## config.mk

```make
export PLATFORM = sky130hd
export DESIGN_NAME = uart_case_bridge
export DESIGN_NICKNAME = d
export VERILOG_FILES = /design/src/rtl/uart_case_bridge.sv
export SDC_FILE = /design/constraint.sdc
export NUM_CORES = 1
export LEC_CHECK = 0
export CORE_MARGIN = 4
export CORE_UTILIZATION = 25
export CTS_CLUSTER_SIZE = 10
export DETAILED_ROUTE_END_ITERATION = 16
export PLACE_DENSITY = 0.51
export SETUP_SLACK_MARGIN = 0.15
export SYNTH_ARGS = -nofsm -noshare
export SYNTH_HDL_FRONTEND = slang
export SYNTH_SLANG_ARGS = --single-unit
```

## constraint.sdc

```tcl
create_clock -name clk -period 3.2 [get_ports clk]
set_input_delay 0.8 -clock clk [delete_from_list [all_inputs] [get_ports clk]]
set_output_delay 0.8 -clock clk [all_outputs]
set_load 0.005 [all_outputs]
```

## src/rtl/uart_case_bridge.sv

```systemverilog
// UART receiver -> case translation -> byte FIFO -> UART transmitter, one clock domain.
// Adds transmit pause, FIFO occupancy output and sticky framing/overflow flags.
module uart_case_bridge #(
    parameter int CLK_FREQ  = 12000000,
    parameter int BAUD_RATE = 9600,
    parameter int DEPTH     = 16,
    localparam int AW       = $clog2(DEPTH)
) (
    input  logic          clk,
    input  logic          rst_n,
    input  logic          rx,
    input  logic [1:0]    mode,
    input  logic          tx_pause,
    input  logic          clr_err,
    output logic          tx,
    output logic [AW:0]   fifo_count,
    output logic          frame_err,
    output logic          overflow
);

    localparam int CPB  = CLK_FREQ / BAUD_RATE;
    localparam int CW   = $clog2(CPB);
    localparam logic [CW-1:0] CNT_LAST = CW'(CPB - 1);
    localparam logic [CW-1:0] CNT_HALF = CW'(CPB / 2 - 1);
    localparam logic [AW:0]   FULL     = (AW + 1)'(DEPTH);

    typedef enum logic [2:0] {R_IDLE, R_START, R_DATA, R_STOP, R_WAIT} rx_state_t;
    typedef enum logic [1:0] {T_IDLE, T_START, T_DATA, T_STOP} tx_state_t;

    logic          rx_meta, rxs;
    rx_state_t     rstate;
    logic [CW-1:0] rcnt;
    logic [2:0]    rbit;
    logic [7:0]    rshift;

    tx_state_t     tstate;
    logic [CW-1:0] tcnt;
    logic [2:0]    tbit;
    logic [7:0]    tshift;

    logic [7:0]    mem [DEPTH];
    logic [AW-1:0] wptr, rptr;

    logic          stop_tick, push, frame_set, full, pop, do_push, ovf_set, tx_end;
    logic [7:0]    push_data;

    function automatic logic [7:0] translate(input logic [7:0] b, input logic [1:0] m);
        logic [7:0] r;
        r = b;
        if (m[0] && b >= 8'h61 && b <= 8'h7A)
            r = b - 8'h20;
        else if (m[1] && b >= 8'h41 && b <= 8'h5A)
            r = b + 8'h20;
        return r;
    endfunction

    // Push and pop are decided combinationally so the FIFO updates on the stop-sample edge
    // and a back-to-back frame can start on the edge that ends the previous stop bit.
    always_comb begin
        stop_tick = (rstate == R_STOP) && (rcnt == CNT_LAST);
        push      = stop_tick && rxs;
        frame_set = stop_tick && !rxs;
        push_data = translate(rshift, mode);
        full      = (fifo_count == FULL);
        tx_end    = (tstate == T_STOP) && (tcnt == CNT_LAST);
        pop       = ((tstate == T_IDLE) || tx_end) && (fifo_count != '0) && !tx_pause;
        do_push   = push && (!full || pop);
        ovf_set   = push && full && !pop;
    end

    // Two-flop synchroniser for the asynchronous serial input
    always_ff @(posedge clk or negedge rst_n) begin
        if (!rst_n) begin
            rx_meta <= 1'b1;
            rxs     <= 1'b1;
        end else begin
            rx_meta <= rx;
            rxs     <= rx_meta;
        end
    end

    // Receiver FSM: mid-bit sampling, glitch rejection and break lockout
    always_ff @(posedge clk or negedge rst_n) begin
        if (!rst_n) begin
            rstate <= R_IDLE;
            rcnt   <= '0;
            rbit   <= '0;
            rshift <= '0;
        end else begin
            case (rstate)
                R_IDLE: begin
                    if (!rxs) begin
                        rstate <= R_START;
                        rcnt   <= '0;
                        rbit   <= '0;
                    end
                end
                R_START: begin
                    if (rcnt == CNT_HALF) begin
                        rcnt   <= '0;
                        rstate <= rxs ? R_IDLE : R_DATA;
                    end else begin
                        rcnt <= rcnt + CW'(1);
                    end
                end
                R_DATA: begin
                    if (rcnt == CNT_LAST) begin
                        rcnt   <= '0;
                        rshift <= {rxs, rshift[7:1]};
                        rbit   <= rbit + 3'd1;
                        if (rbit == 3'd7)
                            rstate <= R_STOP;
                    end else begin
                        rcnt <= rcnt + CW'(1);
                    end
                end
                R_STOP: begin
                    if (rcnt == CNT_LAST) begin
                        rcnt   <= '0;
                        rstate <= rxs ? R_IDLE : R_WAIT;
                    end else begin
                        rcnt <= rcnt + CW'(1);
                    end
                end
                R_WAIT: begin
                    if (rxs)
                        rstate <= R_IDLE;
                end
                default: rstate <= R_IDLE;
            endcase
        end
    end

    // FIFO storage; contents are not reset, only the pointers
    always_ff @(posedge clk) begin
        if (do_push)
            mem[wptr] <= push_data;
    end

    // FIFO pointers and occupancy
    always_ff @(posedge clk or negedge rst_n) begin
        if (!rst_n) begin
            wptr       <= '0;
            rptr       <= '0;
            fifo_count <= '0;
        end else begin
            if (do_push)
                wptr <= wptr + AW'(1);
            if (pop)
                rptr <= rptr + AW'(1);
            case ({do_push, pop})
                2'b10:   fifo_count <= fifo_count + (AW + 1)'(1);
                2'b01:   fifo_count <= fifo_count - (AW + 1)'(1);
                default: fifo_count <= fifo_count;
            endcase
        end
    end

    // Transmitter FSM with registered line output; pause only gates new starts
    always_ff @(posedge clk or negedge rst_n) begin
        if (!rst_n) begin
            tstate <= T_IDLE;
            tcnt   <= '0;
            tbit   <= '0;
            tshift <= '0;
            tx     <= 1'b1;
        end else if (pop) begin
            tshift <= mem[rptr];
            tx     <= 1'b0;
            tstate <= T_START;
            tcnt   <= '0;
            tbit   <= '0;
        end else begin
            case (tstate)
                T_IDLE: tx <= 1'b1;
                T_START: begin
                    if (tcnt == CNT_LAST) begin
                        tcnt   <= '0;
                        tx     <= tshift[0];
                        tstate <= T_DATA;
                    end else begin
                        tcnt <= tcnt + CW'(1);
                    end
                end
                T_DATA: begin
                    if (tcnt == CNT_LAST) begin
                        tcnt <= '0;
                        if (tbit == 3'd7) begin
                            tx     <= 1'b1;
                            tstate <= T_STOP;
                        end else begin
                            tbit   <= tbit + 3'd1;
                            tx     <= tshift[1];
                            tshift <= {1'b0, tshift[7:1]};
                        end
                    end else begin
                        tcnt <= tcnt + CW'(1);
                    end
                end
                T_STOP: begin
                    if (tcnt == CNT_LAST) begin
                        tcnt   <= '0;
                        tstate <= T_IDLE;
                    end else begin
                        tcnt <= tcnt + CW'(1);
                    end
                end
                default: tstate <= T_IDLE;
            endcase
        end
    end

    // Sticky error flags; a set event outranks a simultaneous clear
    always_ff @(posedge clk or negedge rst_n) begin
        if (!rst_n) begin
            frame_err <= 1'b0;
            overflow  <= 1'b0;
        end else begin
            frame_err <= frame_set | (frame_err & ~clr_err);
            overflow  <= ovf_set | (overflow & ~clr_err);
        end
    end

endmodule

```

==> impl_metrics.sql, run 1 <==
INSERT INTO impl_metrics (metric_group, metric, value, unit) VALUES
('run_status', 'outcome', 'complete, no violations', ''),
('worst_setup_path', 'timing.critical_path.slowest_stage_cell', 'sky130_fd_sc_hd__dfrtp_1', ''),
('routing', 'route.final.wire_length', '18200', 'um'),
('layout', 'stdcell_area', '10000', 'um2'),
('routing', 'drc', '0', ''),
('clock_tree', 'post-cts-setup-buffer-count', '0', ''),
('timing', 'timing.slew.headroom', '40.4', '%'),
('floorplan', 'die_x', '195', 'um'),
('floorplan', 'dieHeight', '195', 'um'),
('layout', 'filler_cell_count', '3437', ''),
('power_and_ir_drop', 'total_leakage_power', '0.00375', 'uW'),
('timing', 'worst_setup_skew_after_layout', '0.0158', 'ns'),
('timing', 'timing.final.hold_violations', '0', ''),
('clock_tree', 'tritoncts.num_buffers', '17', ''),
('timing', 'fmax_achieved', '355', 'MHz'),
('worst_hold_path', 'hold_class', 'reg2reg', ''),
('layout', 'finish.utilization', '29.1', '%'),
('place', 'rd_place_congestion', '0.721', ''),
('synthesis', 'number_of_nets_in_the_synthesized_netlist', '628', ''),
('clock_tree', 'clk_path_buf_depth', '2', ''),
('worst_setup_path', 'maximum_fanout_along_the_worst_path', '5', ''),
('clock_tree', 'htreeDepth', '4', ''),
('clock_tree', 'clk_lat_worst_skew', '0.43', 'ns'),
('floorplan', 'dieArea', '37900', 'um2'),
('worst_setup_path', 'start_kind', 'register', ''),
('clock_tree', 'clkSinkCount', '195', ''),
('synthesis', 'postSynth.asyncResetShare', '34.4', '%'),
('routing', 'final_antenna_net_count', '0', ''),
('layout', 'most-common-layout-cells', 'sky130_fd_sc_hd__edfxtp_1 (128), sky130_fd_sc_hd__dfrtp_1 (63), sky130_fd_sc_hd__nand2_1 (56)', ''),
('timing', 'worst_slew_pin_slew', '0.894', 'ns'),
('global_routing', 'pin_count_of_the_biggest_net_entering_global_routing', '68', ''),
('layout', 'final-seq-area', '5530', 'um2'),
('global_routing', 'first_pass_grt_wire_length', '28800', 'um'),
('worst_setup_path', 'worstPathRequired', '3.51', 'ns'),
('layout', 'layout.cells.most_common', 'sky130_fd_sc_hd__edfxtp_1', ''),
('timing', 'period_needed', '2.82', 'ns'),
('timing', 'setup_violations', '0', ''),
('clock_tree', 'clock_pin_slew_of_the_registers_on_the_worst_case_setup_and_hold_paths', '0.07', 'ns'),
('timing', 'setup_repair_after_global_routing_missed_its_margin', 'no', ''),
('synthesis', 'synth.ff_latch_count', '195', ''),
('synthesis', 'yosysUniqueCellTypes', '63', ''),
('timing', 'timing.setup.tns', '0', 'ns'),
('global_routing', 'grt_antenna_before_repair', '0', ''),
('power_and_ir_drop', 'power_density', '625', 'nW/um2'),
('synthesis', 'synth_fa_ha_area_share', '3.45', '%'),
('place', 'dp_hpwl', '12000', 'um'),
('synthesis', 'synth-warning-count', '0', ''),
('synthesis', 'synth_ff_type', 'sky130_fd_sc_hd__edfxtp_1', ''),
('place', 'numPortBuffers', '14', ''),
('global_routing', 'grt_remaining_overflow', '0', ''),
('clock_tree', 'cts_tree', 'yes', ''),
('synthesis', 'synth_xor_area_share', '2.01', '%'),
('synthesis', 'main_combinational_cell_family_by_area_after_synthesis', 'multiplexers', ''),
('layout', 'multi_input_area', '3010', 'um2'),
('routing', 'detailedRoute.firstIterationViolations', '405', ''),
('clock_tree', 'ctsHoldBuffers', '0', ''),
('synthesis', 'synth_compound_area_share', '6.59', '%'),
('global_routing', 'grt_usage', '9.71', '%'),
('synthesis', 'syn-mean-instance-area', '14.6', 'um2'),
('synthesis', 'synth.yosys.seq_area_share', '63.4', '%'),
('synthesis', 'muxShareOfSynthArea', '12.6', '%'),
('synthesis', 'synth_edf_count', '128', ''),
('routing', 'post_detailed_route_via_to_cell_ratio', '4.46', ''),
('synthesis', 'postSynthCellCount', '597', ''),
('timing', 'final_max_slew_viol_count', '0', ''),
('floorplan', 'io_pins', '15', ''),
('layout', 'number_of_diodes', '0', ''),
('synthesis', 'netlist_top_cells_area', 'sky130_fd_sc_hd__edfxtp_1 (44%), sky130_fd_sc_hd__dfrtp_1 (18%), sky130_fd_sc_hd__mux4_2 (8.5%)', ''),
('floorplan', 'start_util', '25.3', '%'),
('run', 'max-cap-violations', '0', ''),
('layout', 'post_route_cells_drive_above_1_share', '19.0', '%');
per-stage QoR:
stage | setup slack (ns) | power, uW | instances
finish | 0.381 | 6270 | 1092
CTS | 0.365 | 6340 | 1092
global route | 0.178 | 6590 | 1092
global placement | 0.280 | 4310 | 1060
floorplan | 0.262 | 3950 | 597
detailed placement | 0.233 | 4310 | 1060
registers in the layout (all words and copies together) (netlist names), 4 cells and up:
signal,flops
mem,128
rcnt,11
tcnt,11
rshift,8
tshift,8
fifo_count,5
rptr,4
wptr,4
where the power goes:
group	total, uW	leakage (uW)	switching, uW	internal [uW]
registers	3040	0.00212	215	2830
clock network	2030	0.000257	957	1080
logic	1200	0.00137	597	601
cells in the mapped netlist (all sizes together) (3+ instances only):
cell type,number
a21o,3
a21oi,17
a31oi,7
and2,12
and3,8
buf,13
clkbuf,14
dfrtp,64
dfstp,3
edfxtp,128
ha,24
inv,21
mux2,12
mux2i,20
mux4,33
nand2,56
nand2b,3
nand3,11
nand4,5
nor2,30
nor3,7
nor4,10
o211a,3
o211ai,8
o21ai,27
or3,5
xnor2,8
xor2,12
layer usage:
| layer | wire, um | track usage (%) | share of wire, % |
|---|---|---|---|
| met1 | 8990 | 14.5 | 49 |
| met5 | 0 | 0 | 0 |
| met2 | 8300 | 14.2 | 46 |
| met4 | 172 | 2.73 | 0.95 |
| met3 | 712 | 2.05 | 3.9 |
worst paths after layout:
path                                  to    start  slack [ns]  depth (start not counted)
max in group asynchronous        rptr[0]    rst_n        2.09                          1
min reg2reg                          rxs  rx_meta        0.36                          0
max                        fifo_count[4]  rcnt[1]        0.38                         12
max reg2reg                fifo_count[4]  rcnt[1]        0.38                         12
min in group asynchronous        tcnt[3]    rst_n        0.49                          1
min                                  rxs  rx_meta        0.36                          0
worst max-delay path: cells and delay by family, from the launching register on:
kind,cells,cell delay (ns)
flip-flops,1,0.42
AND/OR/NAND/NOR,5,1.30
XOR/XNOR,2,0.28
AO/OA/AOI/OAI,2,0.26
adder cells (fa/ha/maj),2,0.35
buffers and inverters,1,0.09
layout make-up:
| class | count | share of cell area (%) |
|---|---|---|
| clock inverter | 15 | 1.30 |
| clock buffer | 17 | 4.24 |
| sequential | 195 | 55.0 |
| timing repair buffer | 35 | 3.06 |
| multi-input combinational | 354 | 29.9 |
| inverter | 21 | 0.785 |
| tap | 455 | 5.67 |
kinds of logic (layout without fill, tap and decap cells):
logic type,after synthesis,count (layout)
compound gates,86,86
xor+xnor,20,20
fa+ha+maj,24,24
buf+inv,48,88
flops,195,195
mux,65,65
simple gates,159,159
Note: power is estimated with default switching activity, not from simulation.
==> run 2: changes to the inputs <==
--- a/config.mk
+++ b/config.mk
@@ -6,10 +6,10 @@
 export NUM_CORES = 1
 export LEC_CHECK = 0
 export CORE_MARGIN = 4
-export CORE_UTILIZATION = 25
+export CORE_UTILIZATION = 50
 export CTS_CLUSTER_SIZE = 10
 export DETAILED_ROUTE_END_ITERATION = 16
-export PLACE_DENSITY = 0.51
+export PLACE_DENSITY = 0.78
 export SETUP_SLACK_MARGIN = 0.15
 export SYNTH_ARGS = -nofsm -noshare
 export SYNTH_HDL_FRONTEND = slang
==> run 2 against run 1 <==
Die area shrank 48%. Count of clock-buffer cells in the layout grew 1. Largest cell class unchanged. Maximum frequency shrank 2.1%. Hold slack gained 0.0025 ns. Global-route usage grew 9.4 points. Highest routed layer unchanged. Non-clock buffer count grew 2. Combinational power shrank 7%. Sequential share of layout area grew 1.4 points. Utilization grew 28 points. First-iteration DRC count grew 21%. Power grew 1.8%.
==> impl_metrics.sql, run 2 (synthesized netlist as in run 1, its figures left out) <==
INSERT INTO impl_metrics (metric_group, metric, value, unit) VALUES
('layout', 'largest_reg_flops', '128', ''),
('worst_setup_path', 'arrival', '3.19', 'ns'),
('power_and_ir_drop', 'power_density', '652', 'nW/um2'),
('layout', 'number_of_diodes', '0', ''),
('timing', 'final_max_slew_viol_count', '0', ''),
('worst_setup_path', 'worstPathRequired', '3.51', 'ns'),
('floorplan', 'die_x', '140', 'um'),
('routing', 'detailedRoute.firstIterationViolations', '492', ''),
('clock_tree', 'clkSinkCount', '195', ''),
('worst_setup_path', 'ordered_cell_list_for_the_critical_path', 'inv_1 -> ha_1 -> or3b_4 -> nor4_4 -> and3_4 -> nor2_1 -> xor2_1 -> ha_2 -> or3_1 -> a21oi_1 -> a21oi_1 -> xnor2_1', ''),
('worst_setup_path', 'setup.reg_to_reg.worst_slack', '0.32', 'ns'),
('global_routing', 'grt_usage', '19.1', '%'),
('layout', 'multi_input_area', '3000', 'um2'),
('layout', 'most-common-layout-cells', 'sky130_fd_sc_hd__edfxtp_1 (128), sky130_fd_sc_hd__dfrtp_1 (62), sky130_fd_sc_hd__nand2_1 (56)', ''),
('timing', 'layout_worst_path_cycle_share', '90.0', '%'),
('power_and_ir_drop', 'clockPowerShare', '33.2', '%'),
('layout', 'post_route_cells_drive_above_1_share', '19.2', '%'),
('timing', 'timing.final.hold_violations', '0', ''),
('layout', 'filler_cell_count', '1309', ''),
('power_and_ir_drop', 'share_comb_of_total_power', '17.4', '%'),
('layout', 'flow.area_growth_from_synthesis', '12.4', '%'),
('global_routing', 'grt_antenna_before_repair', '0', ''),
('floorplan', 'dieArea', '19600', 'um2'),
('place', 'dp_hpwl', '12100', 'um'),
('global_routing', 'first_pass_grt_wire_length', '28800', 'um'),
('timing', 'setup_repair_after_global_routing_missed_its_margin', 'no', ''),
('run_status', 'outcome', 'complete, no violations', ''),
('routing', 'post_drt_wl_per_cell', '20.6', 'um'),
('place', 'numPortBuffers', '14', ''),
('layout', 'largestRegisters', 'mem x128, rcnt x11, tcnt x11', ''),
('worst_setup_path', 'worst_setup_path_end_kind', 'register', ''),
('layout', 'final_net_count', '657', ''),
('clock_tree', 'clk_path_buf_depth', '2', ''),
('clock_tree', 'htreeDepth', '4', ''),
('timing', 'timing.hold.ws', '0.360', 'ns'),
('timing', 'period_needed', '2.88', 'ns'),
('worst_setup_path', 'critical_path.endpoint', 'fifo_count[4]', ''),
('layout', 'layout.cells.most_common', 'sky130_fd_sc_hd__edfxtp_1', ''),
('global_routing', 'via_count_of_the_first_global_routing_pass', '5188', ''),
('worst_setup_path', 'reg_to_reg_endpoint', 'fifo_count[4]', ''),
('floorplan', 'io_pins', '15', ''),
('timing', 'timing.setup.tns', '0', 'ns'),
('layout', 'final-seq-area', '5530', 'um2'),
('routing', 'final_antenna_net_count', '0', ''),
('timing', 'worst_slew_pin_slew', '0.971', 'ns'),
('global_routing', 'grt_remaining_overflow', '0', ''),
('timing', 'timing.slew.headroom', '35.3', '%'),
('worst_setup_path', 'worst-r2r-cell-count', '12', ''),
('floorplan', 'num_rows', '48', ''),
('global_routing', 'pin_count_of_the_biggest_net_entering_global_routing', '43', ''),
('worst_hold_path', 'hold_class', 'reg2reg', ''),
('layout', 'top_register', 'mem', ''),
('power_and_ir_drop', 'sequential_fraction_of_design_power', '49.4', '%'),
('routing', 'drc', '0', ''),
('worst_setup_path', 'path_class', 'reg2reg', ''),
('routing', 'detailroute.via_count', '5075', ''),
('power_and_ir_drop', 'power.net_switching', '1720', 'uW'),
('power_and_ir_drop', 'total_leakage_power', '0.00378', 'uW'),
('place', 'rd_place_congestion', '0.839', ''),
('power_and_ir_drop', 'vdd.ir_drop.worst', '0.000443', 'V'),
('routing', 'route.final.wire_length', '17800', 'um'),
('clock_tree', 'clock_pin_slew_of_the_registers_on_the_worst_case_setup_and_hold_paths', '0.07', 'ns'),
('worst_setup_path', 'maximum_fanout_along_the_worst_path', '4', ''),
('worst_setup_path', 'timing.critical_path.slowest_stage_cell', 'sky130_fd_sc_hd__or3b_4', ''),
('clock_tree', 'clock_tree.root_cell', 'sky130_fd_sc_hd__clkbuf_16', ''),
('clock_tree', 'clk_lat_worst_skew', '0.43', 'ns'),
('floorplan', 'start_util', '50.7', '%'),
('floorplan', 'core_area', '17200', 'um2'),
('routing', 'post_detailed_route_via_to_cell_ratio', '5.87', ''),
('clock_tree', 'ctsHoldBuffers', '0', ''),
('routing', 'first_pass_iters', '5', ''),
('run', 'max-cap-violations', '0', ''),
('worst_setup_path', 'start_kind', 'register', ''),
('clock_tree', 'cts_tree', 'yes', ''),
('worst_setup_path', 'most_common_cell_type_on_the_critical_path', 'sky130_fd_sc_hd__a21oi_1', ''),
('worst_setup_path', 'max_incr_delay_on_cp', '0.41', 'ns'),
('timing', 'worst_setup_skew_after_layout', '0.00935', 'ns'),
('worst_setup_path', 'worstSetupStartpoint', 'rcnt[1]', ''),
('clock_tree', 'tritoncts.num_buffers', '17', ''),
('timing', 'fmax_achieved', '347', 'MHz'),
('floorplan', 'dieHeight', '140', 'um'),
('worst_setup_path', 'worst_r2r_startpoint', 'rcnt[1]', ''),
('timing', 'setup_violations', '0', ''),
('power_and_ir_drop', 'power_report.internal_total', '4660', 'uW'),
('power_and_ir_drop', 'switching_share', '27.0', '%');
run 2: cell types whose count changed in the layout (fill, tap and decap cells not counted), moves of 2 or more:
cell                         delta
sky130_fd_sc_hd__nor4_1         +2
sky130_fd_sc_hd__clkinvlp_4     -3
sky130_fd_sc_hd__nor4_2         -2
sky130_fd_sc_hd__clkinv_2       +2
sky130_fd_sc_hd__bufinv_16      +2
run 2: through the flow:
| step | total power [uW] | setup WS (ns) | instances | area (um2) | util [%] |
|---|---|---|---|---|---|
| 3_3_place_gp | 4240 | 0.254 | 829 | 9180 | 53.4 |
| 4_1_cts | 6410 | 0.220 | 861 | 9770 | 56.9 |
| 3_5_place_dp | 4300 | 0.132 | 829 | 9180 | 53.4 |
| 5_1_grt | 6670 | 0.151 | 864 | 9800 | 57.0 |
| 2_1_floorplan | 3950 | 0.262 | 597 | 8710 | - |
| 6_report | 6380 | 0.320 | 864 | 9800 | 57.0 |
run 2: worst min-delay path by stage:
stage	startpoint	end	slack, ns	cells after the start
after floorplan	rx_meta	rxs	0.35	0
after global placement	rx_meta	rxs	0.35	0
after detailed placement	rx_meta	rxs	0.35	0
after CTS	rx_meta	rxs	0.36	0
after global routing	rx_meta	rxs	0.37	0
final	rx_meta	rxs	0.36	0
run 2: what timing repair did:
action                                  in CTS  in global routing
endpoints found under the setup margin       1                  1
setup buffers                                0                  3
gates resized for setup                      0                  3
cloned                                       0                  0
pin swaps                                    1                  2
run 2: critical path, delay by kind of cell, from the launching register on:
| kind | cells | cell delay (ns) |
|---|---|---|
| AOI/OAI and AO/OA | 2 | 0.28 |
| xor gates and xnor gates | 2 | 0.29 |
| adders and majority gates | 2 | 0.35 |
| buffers and inverters | 1 | 0.08 |
| DFF | 1 | 0.39 |
| and+or+nand+nor | 5 | 1.36 |
run 2: area by class of cell:
type	instances	share of cell area (%)
Clock inverter	14	1.62
Inverter	21	0.805
Clock buffer	18	4.38
Timing Repair Buffer	37	3.27
Tap cell	225	2.87
Sequential cell	195	56.4
Multi-Input combinational cell	354	30.6
run 2: power by group through the flow:
stage / Combinational (uW) / Sequential, uW / Clock, uW
2_1_floorplan: 953 / 2990 / 0
6_report: 1110 / 3150 / 2120
5_1_grt: 1230 / 3190 / 2250
4_1_cts: 1120 / 3150 / 2150
3_3_place_gp: 1060 / 3180 / 0
3_5_place_dp: 1110 / 3200 / 0
run 2: routing by layer:
| layer | track usage (%) | routed length (um) | part of all wire (%) |
|---|---|---|---|
| met1 | 24.8 | 7370 | 41 |
| met2 | 31.8 | 9100 | 51 |
| met3 | 4.03 | 946 | 5.3 |
| met4 | 7.45 | 392 | 2.2 |
| met5 | 0 | 0 | 0 |
==> run 3: changes to the inputs <==
--- a/config.mk
+++ b/config.mk
@@ -7,6 +7,7 @@
 export LEC_CHECK = 0
 export CORE_MARGIN = 4
 export CORE_UTILIZATION = 50
+export CTS_CLUSTER_DIAMETER = 50
 export CTS_CLUSTER_SIZE = 10
 export DETAILED_ROUTE_END_ITERATION = 16
 export PLACE_DENSITY = 0.78
==> results of run 3 <==
Final layout, timing and power as in run 2 (identical DEF).
